### src/rtl/fetch_stage.sv
// Instruction fetch stage: issues one instruction-memory read at a time,
// handles branch/return redirects and decode stalls, and tracks the link register.
module fetch_stage #(
  parameter logic [7:0] RST_PC  = 8'h00,
  parameter logic [7:0] NOP_INS = 8'h00
) (
  input  logic       clk,
  input  logic       rst,
  input  logic [1:0] pc_sel,
  input  logic [7:0] br_target,
  input  logic       lr_we,
  input  logic       pc_en,
  output logic       imem_req,
  output logic [7:0] imem_addr,
  input  logic       imem_ack,
  input  logic [7:0] imem_data,
  output logic [7:0] if_ins,
  output logic [7:0] if_pc,
  output logic       if_valid,
  output logic [7:0] lr
);

  localparam logic [1:0] S_IDLE  = 2'd0;
  localparam logic [1:0] S_REQ   = 2'd1;
  localparam logic [1:0] S_DRAIN = 2'd2;
  localparam logic [1:0] S_HOLD  = 2'd3;

  logic [1:0] state;
  logic [7:0] pc;
  logic [7:0] req_addr;
  logic [7:0] hold_ins;
  logic       redirect;
  logic [7:0] target;

  // pc_sel=11 is reserved and behaves as sequential; a return reads lr before any same-cycle write
  always_comb begin
    redirect = (pc_sel == 2'b01) || (pc_sel == 2'b10);
    target   = (pc_sel == 2'b01) ? br_target : lr;
  end

  // DRAIN keeps the stale request visible until its ack retires it
  assign imem_req  = (state == S_REQ) || (state == S_DRAIN);
  assign imem_addr = req_addr;

  always_ff @(posedge clk or posedge rst) begin
    if (rst) begin
      state    <= S_IDLE;
      pc       <= RST_PC;
      req_addr <= RST_PC;
      lr       <= 8'h00;
      hold_ins <= NOP_INS;
      if_ins   <= NOP_INS;
      if_pc    <= 8'h00;
      if_valid <= 1'b0;
    end else begin
      if (lr_we)
        lr <= if_pc + 8'd1;

      if (redirect) begin
        if_valid <= 1'b0;
        if_ins   <= NOP_INS;
        pc       <= target;
      end

      case (state)
        S_IDLE: begin
          state    <= S_REQ;
          req_addr <= redirect ? target : pc;
        end

        S_REQ: begin
          if (redirect) begin
            if (imem_ack)
              req_addr <= target;
            else
              state <= S_DRAIN;
          end else if (imem_ack) begin
            if (pc_en) begin
              if_ins   <= imem_data;
              if_pc    <= req_addr;
              if_valid <= 1'b1;
              pc       <= req_addr + 8'd1;
              req_addr <= req_addr + 8'd1;
            end else begin
              hold_ins <= imem_data;
              state    <= S_HOLD;
            end
          end else if (pc_en) begin
            if_valid <= 1'b0;
            if_ins   <= NOP_INS;
          end
        end

        // The outstanding word belongs to an abandoned path; only its ack matters
        S_DRAIN: begin
          if (imem_ack) begin
            req_addr <= redirect ? target : pc;
            state    <= S_REQ;
          end
        end

        S_HOLD: begin
          if (redirect) begin
            req_addr <= target;
            state    <= S_REQ;
          end else if (pc_en) begin
            if_ins   <= hold_ins;
            if_pc    <= pc;
            if_valid <= 1'b1;
            pc       <= pc + 8'd1;
            req_addr <= pc + 8'd1;
            state    <= S_REQ;
          end
        end

        default: state <= S_IDLE;
      endcase
    end
  end

endmodule

### config.mk
export PLATFORM = sky130hd
export DESIGN_NAME = fetch_stage
export DESIGN_NICKNAME = d
export VERILOG_FILES = /design/src/rtl/fetch_stage.sv
export SDC_FILE = /design/constraint.sdc
export NUM_CORES = 1
export LEC_CHECK = 0
export ABC_AREA = 1
export BUFFER_PORTS_ARGS = -buffer_cell sky130_fd_sc_hd__buf_2
export CAP_MARGIN = 20
export CELL_PAD_IN_SITES_DETAIL_PLACEMENT = 0
export CELL_PAD_IN_SITES_GLOBAL_PLACEMENT = 1
export CORE_UTILIZATION = 40
export DETAILED_ROUTE_END_ITERATION = 7
export HOLD_SLACK_MARGIN = 0.02
export PLACE_DENSITY_LB_ADDON = 0.1
export SETUP_SLACK_MARGIN = 0.05
export SLEW_MARGIN = 15
export SYNTH_ARGS = -nofsm -noshare
export SYNTH_HDL_FRONTEND = slang
export SYNTH_SLANG_ARGS = --single-unit
### constraint.sdc
create_clock -name clk -period 1.8 [get_ports clk]
set_input_delay 0.36 -clock clk [delete_from_list [all_inputs] [get_ports clk]]
set_output_delay 0.36 -clock clk [all_outputs]
set_load 0.02 [all_outputs]
# After elaboration in Yosys (flattened, before gate mapping)
# Index checks and enable logic that the tools add are counted.
[word_totals]
mem_bits_ro = 0
out_inout_bits = 34
memories = 0
latch_bits = 0
reg_bits = 51
word_cells = 82
mem_bits_rw = 0
[classes]
bitwise_logic = 2
n_addsub = 3
n_reduce_logical = 8
n_eq_ne = 16
n_mul = 0
div_mod_pow = 0
magnitude_cmp = 0
muxes = 45
n_shift = 0
[ops]
columns = ["op", "count"]
rows = [
  ["8-bit 2-to-1 mux", 26],
  ["8-bit one-hot mux with 2 select lines", 3],
  ["8-bit one-hot mux with 4 select lines", 1],
  ["8-bit by 1-bit adder with 8-bit output, second input constant", 3],
  ["3-bit != test, second input constant", 5],
  ["2-bit 2-to-1 mux", 7],
  ["2-bit != test, second input constant", 6],
  ["2-bit one-hot mux with 4 select lines", 1],
  ["4-bit AND reduction", 2],
  ["2-bit == test, second input constant", 3],
  ["1-bit 2-to-1 mux", 6],
  ["6-bit AND reduction", 1],
  ["5-bit AND reduction", 1],
  ["2-bit by 1-bit == test with 1-bit output, second input constant", 2],
  ["2-bit zero test", 1],
  ["1-bit logical OR", 2],
  ["1-bit NOT", 2],
  ["1-bit one-hot mux with 2 select lines", 1],
  ["2-bit nonzero test", 1],
]

# Depth between registers and ports, before layout
# Gate-level depths: netlist (run 1).
[logic_depth]
word_depth = 7
ltp_mapped = 12
mapped_depth_nobuf = 12

# Worst setup path before layout (run 1)
# No wires, ideal clock.
[synth_timing]
kind = "input -> register"
startpoint = "input port pc_sel[1]"
endpoint = "register pc[1]"
setup_ns = 0.126
setup_slack_ns = 0.212
arrival_ns = 1.462
cell_stages = 11
path_cell_list = "inv_1 ha_1 inv_2 buf_4 nand3_1 o21ai_1 nand2_1 nand2_1 nand2_1 nand2_1 o21ai_1"
[synth_via]
elab_chain_cells = 7
elab_cells_between_ends = 11
[synth_lines]
columns = ["item", "line", "text"]
rows = [
  ["from (decl)", "9", "input logic [1:0] pc_sel,"],
  ["2-bit by 1-bit == test with 1-bit output / 2-bit == test (equally long branches)", "37, 38", ""],
  ["8-bit 2-to-1 mux / 1-bit logical OR (equally long branches)", "38, 37", ""],
  ["8-bit 2-to-1 mux", "59", "if (redirect) begin"],
  ["8-bit 2-to-1 mux", "78", "if (pc_en) begin"],
  ["8-bit 2-to-1 mux", "77", "end else if (imem_ack) begin"],
  ["8-bit 2-to-1 mux", "72", "if (redirect) begin"],
  ["8-bit one-hot mux with 2 select lines *", "65", "case (state)"],
  ["to (signal assigned)", "62", "pc <= target;"],
  ["to (signal assigned)", "82", "pc <= req_addr + 8'd1;"],
  ["to (signal assigned)", "110", "pc <= pc + 8'd1;"],
  ["to (decl)", "29", "logic [7:0] pc;"],
]
# Mark *: on every way between the ends. The rest lies on a longest branch, timed or not.
# A chain may end at the register's enable or synchronous reset.

# Worst setup path in the final report (run 1)
[layout_timing]
startpoint = "register state[1]"
endpoint = "register if_pc[1]"
[layout_via]
elab_chain_cells = 3
elab_cells_between_ends = 10
[layout_lines]
columns = ["item", "line", "text"]
rows = [
  ["from (decl)", "28", "logic [1:0] state;"],
  ["from (signal assigned)", "47", "state <= S_IDLE;"],
  ["from (signal assigned)", "67", "state <= S_REQ;"],
  ["from (signal assigned)", "76", "state <= S_DRAIN;"],
  ["2-bit == test / 2-bit by 1-bit == test with 1-bit output (equally long branches)", "65", ""],
  ["2-bit != test (no source line) / 2-bit nonzero test (equally long branches)", "n/a", ""],
  ["6-bit AND reduction (no source line)", "n/a", ""],
  ["to (signal assigned)", "80", "if_pc <= req_addr;"],
  ["to (signal assigned)", "108", "if_pc <= pc;"],
  ["to (decl)", "18", "output logic [7:0] if_pc,"],
]
# Parallel ways exist; a longest one is shown, timed or not.

==> summary.md, run 1 <==
| Metric | Value |
|---|---|
| Hold-fix buffers, CTS | `0` |
| Slew Viols, Final | `0` |
| Synth top area share | `38.2%` |
| Core area | `7890 um2` |
| CP Max Fanout | `16` |
| Cell Pwr Density | `1800 nW/um2` |
| Fillers | `784` |
| Routed wire per std cell | `15.4 um` |
| Total global-route track usage | `25.5%` |
| Netlist Area Pre-Place | `3340 um2` |
| Hold WC Path Type | `primary input to async pin` |
| Finished Core Util | `52.0%` |
| Mapped Avg Cell Area | `6.94 um2` |
| DP HPWL | `8.15 mm` |
| Final setup viols | `0` |
| Peak VDD IR | `0.886 mV` |
| Worst relative slew slack | `70.1%` |
| Type of the worst setup path | `flop to flop` |
| Clock buffer depth | `2` |
| Setup Slack @ Placement | `-0.0760 ns` |
| Status | `completed` |
| Register area share after synthesis | `a little under two fifths` |
| Max Freq | `just over 0.6 GHz` |
| H-tree depth | `2` |
| Syn_nets | `just over 500` |
| DRC | `0` |
| Grt total ovfl | `0` |
| DRT Wirelength | `10.4 mm` |
| Synth Warn # | `0` |
| Final Hold Slack | `0.0372 ns` |
| Yosys reg bits | `51` |
| Share of layout cells above drive strength 1 | `23.9%` |
| Max Cap Viol | `0` |
| Post-Place Cells | `665` |
| Final non-filler cell total | `672` |
| N_diodes | `0` |
| Final hold vios | `0` |
| Most frequent cells in the layout | `nand2_1 (159), buf_2 (56), nand3_1 (55), dfrtp_1 (51), inv_1 (49)` |
| Sw frac | `50.4%` |
| Most common cell after layout, fill and taps aside | `nand2_1` |
| Clock-pin slew on the worst setup and hold paths | `0.10 ns` |
| Power share of the clock group | `9.6%` |
| Synth area leader | `dfrtp_1` |
| DRT Pass-1 Iters | `5` |
| Via Count | `3508` |
| Net Switching | `~3.7 mW` |
| Largest cells by area after synthesis | `dfrtp_1 (38%), nand2_1 (18%), nand3_1 (8.2%)` |
| TritonCTS Buffers | `5` |
| Synth-to-layout area growth | `22.8%` |
| Initial DRC count | `~250` |
| Worst-Skew Late Latency | `around 0.31 ns` |
| Startpoint Class | `flop` |
| Gpl congestion | `around 0.98` |
| Worst Slack Setup Final | `0.171 ns` |
| Layout Skew | `0.0131 ns` |
| Flop pwr share | `29.6%` |
| DIE AREA | `between 8000 and 9000 um2` |
| # Post-CTS Setup Buffers | `0` |
| Die width | `roughly 93 um` |
| P_leak | `2.16 nW` |
| Nets@finish | `600` |
| Clock root buffer | `clkbuf_8` |
| Routed Antenna Nets | `0` |
| Total power | `7.37 mW` |
| Cells after Synth | `481` |
| Post_cts resized | `0` |
| Critical path capture point type | `flop` |
| Final Cycle Share | `about nine tenths` |
| RSZ-0062 raised after global routing | `no` |
| P_int | `3.65 mW` |
| Initial core utilization | `42.3%` |
| Number of I/O pins | `57` |
| Yosys cell types | `40` |
| Post-layout min period | `1.63 ns` |
| # rows | `32` |
| Multi-input gate area | `1750 um2` |
| Crit path required time | `2.04 ns` |
| Largest net degree at the start of global routing | `22` |
| I/O Buffers | `56` |
| Logic pwr share | `roughly three fifths` |
| Critical Path AT | `1.87 ns` |
| Die height | `93.4 um` |
| First-pass GRT wire length | `17.0 mm` |
| Number of global-route vias before repair | `3292` |
| Initial antenna violation count | `0` |
| Register area | `roughly 1300 um2` |
| Worst-Margin Slew | `approximately 0.45 ns` |
| CTS Sinks | `51` |
| Vias per inst | `5.22` |
| Setup slack, reg-to-reg | `0.17 ns` |
| CTS tree | `done` |
[critical path, cell delays in order (launching register included)]
cell	delay (ns)
dfrtp_1	0.41
inv_1	0.08
ha_2	0.25
nor2_4	0.08
buf_4	0.15
nor3_4	0.23
buf_12	0.18
nor2_1	0.05
a31oi_1	0.14
[layer usage]
layer | GRT usage (%) | share of wire [%] | vias up
li1 | - | - | 1742
met1 | 38.1 | 49 | 1628
met2 | 38.4 | 45 | 120
met3 | 3.25 | 4.3 | 18
met4 | 7.44 | 2.2 | 0
met5 | 0 | 0 | -
[logic make-up after synthesis]
kind of cell	Yosys count	synth area share, %
muxes	3	1.01
buffers and inverters	76	9.74
AOI/OAI and AO/OA	78	13.9
xor gates and xnor gates	3	0.787
adders and majority gates	7	2.62
and+or+nand+nor	263	33.7
DFF	51	38.2
[area by class of cell]
type / count / share of cell area (%)
repair buffers: 98 / 15.4
flip-flops and latches: 51 / 31.1
well taps: 102 / 3.11
multi-input cells: 354 / 42.6
clock buffers: 6 / 2.01
clock inverters: 1 / 0.122
inverters: 60 / 5.61
[synth_stat cells (all sizes together)]
master and count:
a221oi 3, or2 1, nand2 164, inv 60
nand4 2, clkbuf 3, a41oi 3, ha 7
a31oi 5, a211oi 1, nor3 4, mux2 3
nand3 57, o211ai 6, xnor2 2, o31ai 2
o21a 1, nor2 35, o22ai 2, o21bai 1
xor2 1, a21oi 18, buf 13, o221ai 1
dfrtp 51, o21ai 35
[path summary, 6_finish.rpt]
path                                    from          end  depth (start not counted)
max in group asynchronous                rst        pc[2]                          3
min in group clk                imem_data[3]  hold_ins[3]                          2
worst min-delay path                     rst        lr[0]                          2
worst max register to register      state[1]     if_pc[1]                          8
worst min register to register   hold_ins[7]  hold_ins[7]                          2
worst max-delay path                state[1]     if_pc[1]                          8
[metrics by stage]
stage | TNS, ns | area, um2
4_1_cts | 0 | 4090
5_1_grt | 0 | 4100
6_report | 0 | 4100
3_3_place_gp | -0.113 | 4000
2_1_floorplan | 0 | 3340
3_5_place_dp | -0.278 | 4000
[power by group through the flow]
stage | Clock, mW | Sequential, mW | Combinational [mW]
floorplan | 0 | 2.49 | 2.56
global placement | 0 | 2.19 | 4.41
detailed placement | 0 | 2.20 | 4.43
CTS | 0.722 | 2.17 | 4.45
global route | 0.769 | 2.26 | 4.99
finish | 0.709 | 2.18 | 4.48
[state kept, by name, summed over array words and instances, names as in the netlist]
register   count
if_ins         8
state          2
if_valid       1
pc             8
lr             8
imem_addr      8
if_pc          8
hold_ins       8
No activity file was read; power rests on OpenSTA's default activity.
==> run 2: changes to the inputs <==
--- a/config.mk
+++ b/config.mk
@@ -11,7 +11,9 @@
 export CELL_PAD_IN_SITES_DETAIL_PLACEMENT = 0
 export CELL_PAD_IN_SITES_GLOBAL_PLACEMENT = 1
 export CORE_UTILIZATION = 40
+export CTS_CLUSTER_DIAMETER = 30
 export DETAILED_ROUTE_END_ITERATION = 7
+export GPL_TIMING_DRIVEN = 0
 export HOLD_SLACK_MARGIN = 0.02
 export PLACE_DENSITY_LB_ADDON = 0.1
 export SETUP_SLACK_MARGIN = 0.05
==> summary.md, run 2 (synthesis results as in run 1) <==
| Metric | Value |
|---|---|
| Slew Viols, Final | `0` |
| Largest net degree at the start of global routing | `33` |
| Clock buffer depth | `2` |
| DP HPWL | `7.82 mm` |
| Dpl cell area | `approximately 3800 um2` |
| Via Count | `3451` |
| Crit path required time | `2.01 ns` |
| Final hold vios | `0` |
| N_diodes | `0` |
| Initial antenna violation count | `0` |
| Post-route cell area | `a little under 4000 um2` |
| DRC | `0` |
| Critical Path AT | `1.87 ns` |
| Fillers | `829` |
| Type of the worst setup path | `flop to flop` |
| Critical path's largest stage delay | `0.41 ns` |
| First-pass GRT wire length | `between 15 and 20 mm` |
| Worst relative slew slack | `66.4%` |
| Most frequent cells in the layout | `nand2_1 (157), buf_2 (61), nand3_1 (54), dfrtp_1 (50), inv_1 (49)` |
| Routed Antenna Nets | `0` |
| Core area | `7890 um2` |
| DIE AREA | `8720 um2` |
| Peak VDD IR | `0.905 mV` |
| Clock-pin slew on the worst setup and hold paths | `0.10 ns` |
| Die height | `93.4 um` |
| Initial core utilization | `42.3%` |
| Setup Slack @ Placement | `-0.212 ns` |
| P_leak | `between 2 and 2.5 nW` |
| CP Cell Sequence | `ha_1 -> buf_6 -> inv_8 -> nor2_4 -> nand2_2 -> nand2_4 -> inv_2 -> buf_8 -> nand2_1 -> o21ai_1 -> inv_1` |
| Die width | `93.4 um` |
| H-tree depth | `2` |
| Final non-filler cell total | `around 650` |
| CTS tree | `done` |
| RSZ-0062 raised after global routing | `no` |
| Max Cap Viol | `0` |
| Number of global-route vias before repair | `3220` |
| Vias per inst | `about 5.3` |
| Hold-fix buffers, CTS | `0` |
| Setup TNS | `0 ns` |
| Max Freq | `approximately 0.60 GHz` |
| Synth-to-layout area growth | `17.7%` |
| Worst-Skew Late Latency | `0.31 ns` |
| Clock root buffer | `clkbuf_8` |
| # rows | `32` |
| I/O Buffers | `55` |
| Worst Slack Setup Final | `0.138 ns` |
| CTS Sinks | `51` |
| Layout Skew | `0.00973 ns` |
| Worst-Margin Slew | `slightly above 0.5 ns` |
| Final setup viols | `0` |
| Startpoint Class | `flop` |
| Share of layout cells above drive strength 1 | `21.6%` |
| Critical path capture point type | `flop` |
| Most common cell after layout, fill and taps aside | `nand2_1` |
| Routed wire per std cell | `between 15 and 20 um` |
| Nets@finish | `579` |
| Grt total ovfl | `0` |
| Cell Pwr Density | `1820 nW/um2` |
| Post-layout min period | `1.66 ns` |
| DRT Pass-1 Iters | `5` |
| Total power | `7.17 mW` |
| Crit-path slowest cell | `dfrtp_1` |
| TritonCTS Buffers | `5` |
| Total global-route track usage | `25.2%` |
| Number of I/O pins | `57` |
| DRT Wirelength | `10.4 mm` |
| Final Cycle Share | `92.4%` |
| Initial DRC count | `213` |
| Post-Place Cells | `639` |
| Gpl congestion | `0.950` |
| Hold WC Path Type | `primary input to async pin` |
| Status | `completed` |
| CP Max Fanout | `10` |
run 2: per-stage QoR:
stage                     hold slack, ns  utilization, %
after floorplan                    0.459               -
after global placement             0.475            47.4
after detailed placement           0.403            47.7
after CTS                         0.0661            49.1
after global routing              0.0888            49.8
final                             0.0421            49.8
run 2: timing repair:
item / 4_1_cts / 5_1_grt
pin swaps: 2 / 1
gates resized for setup: 2 / 14
setup buffers: 3 / 2
endpoints found under the setup margin: 17 / 26
run 2: final cells by class:
class | count | area (um2) | share of cell area [%]
multi-input cells | 354 | 1760 | 44.9
flip-flops and latches | 51 | 1280 | 32.5
repair buffers | 61 | 333 | 8.47
inverters | 60 | 235 | 5.98
well taps | 102 | 128 | 3.25
plain buffers | 16 | 110 | 2.80
clock buffers | 5 | 68.8 | 1.75
clock inverters | 3 | 15.0 | 0.382
run 2: where the power goes:
part | switching (mW) | total, mW | internal (mW)
clock network | 0.411 | 0.679 | 0.268
logic | 2.80 | 4.30 | 1.50
registers | 0.513 | 2.19 | 1.68
run 2: routing by layer:
layer	part of all wire, %	global-route usage (%)	up-vias
li1	-	-	1699
met1	47	35.4	1667
met2	48	41.1	79
met3	4.2	3.01	6
met4	0.72	6.28	0
met5	0	0	-
run 2: final timing paths:
| kind | slack (ns) | depth (start not counted) | startpoint | endpoint |
|---|---|---|---|---|
| max in group asynchronous | 1.21 | 3 | rst | pc[2] |
| hold / removal | 0.04 | 2 | rst | lr[1] |
| setup / recovery | 0.14 | 11 | state[0] | imem_addr[3] |
| min in group clk | 0.29 | 2 | imem_data[3] | hold_ins[3] |
| setup reg to reg | 0.14 | 11 | state[0] | imem_addr[3] |
| hold reg to reg | 0.50 | 2 | lr[1] | lr[1] |
run 2: critical path, delay by kind of cell (launching register included):
kind / cells / cell delay, ns
buffers and inverters: 5 / 0.49
flip-flops: 1 / 0.41
AND/OR/NAND/NOR: 4 / 0.30
adder cells (fa/ha/maj): 1 / 0.21
AO/OA/AOI/OAI: 1 / 0.14
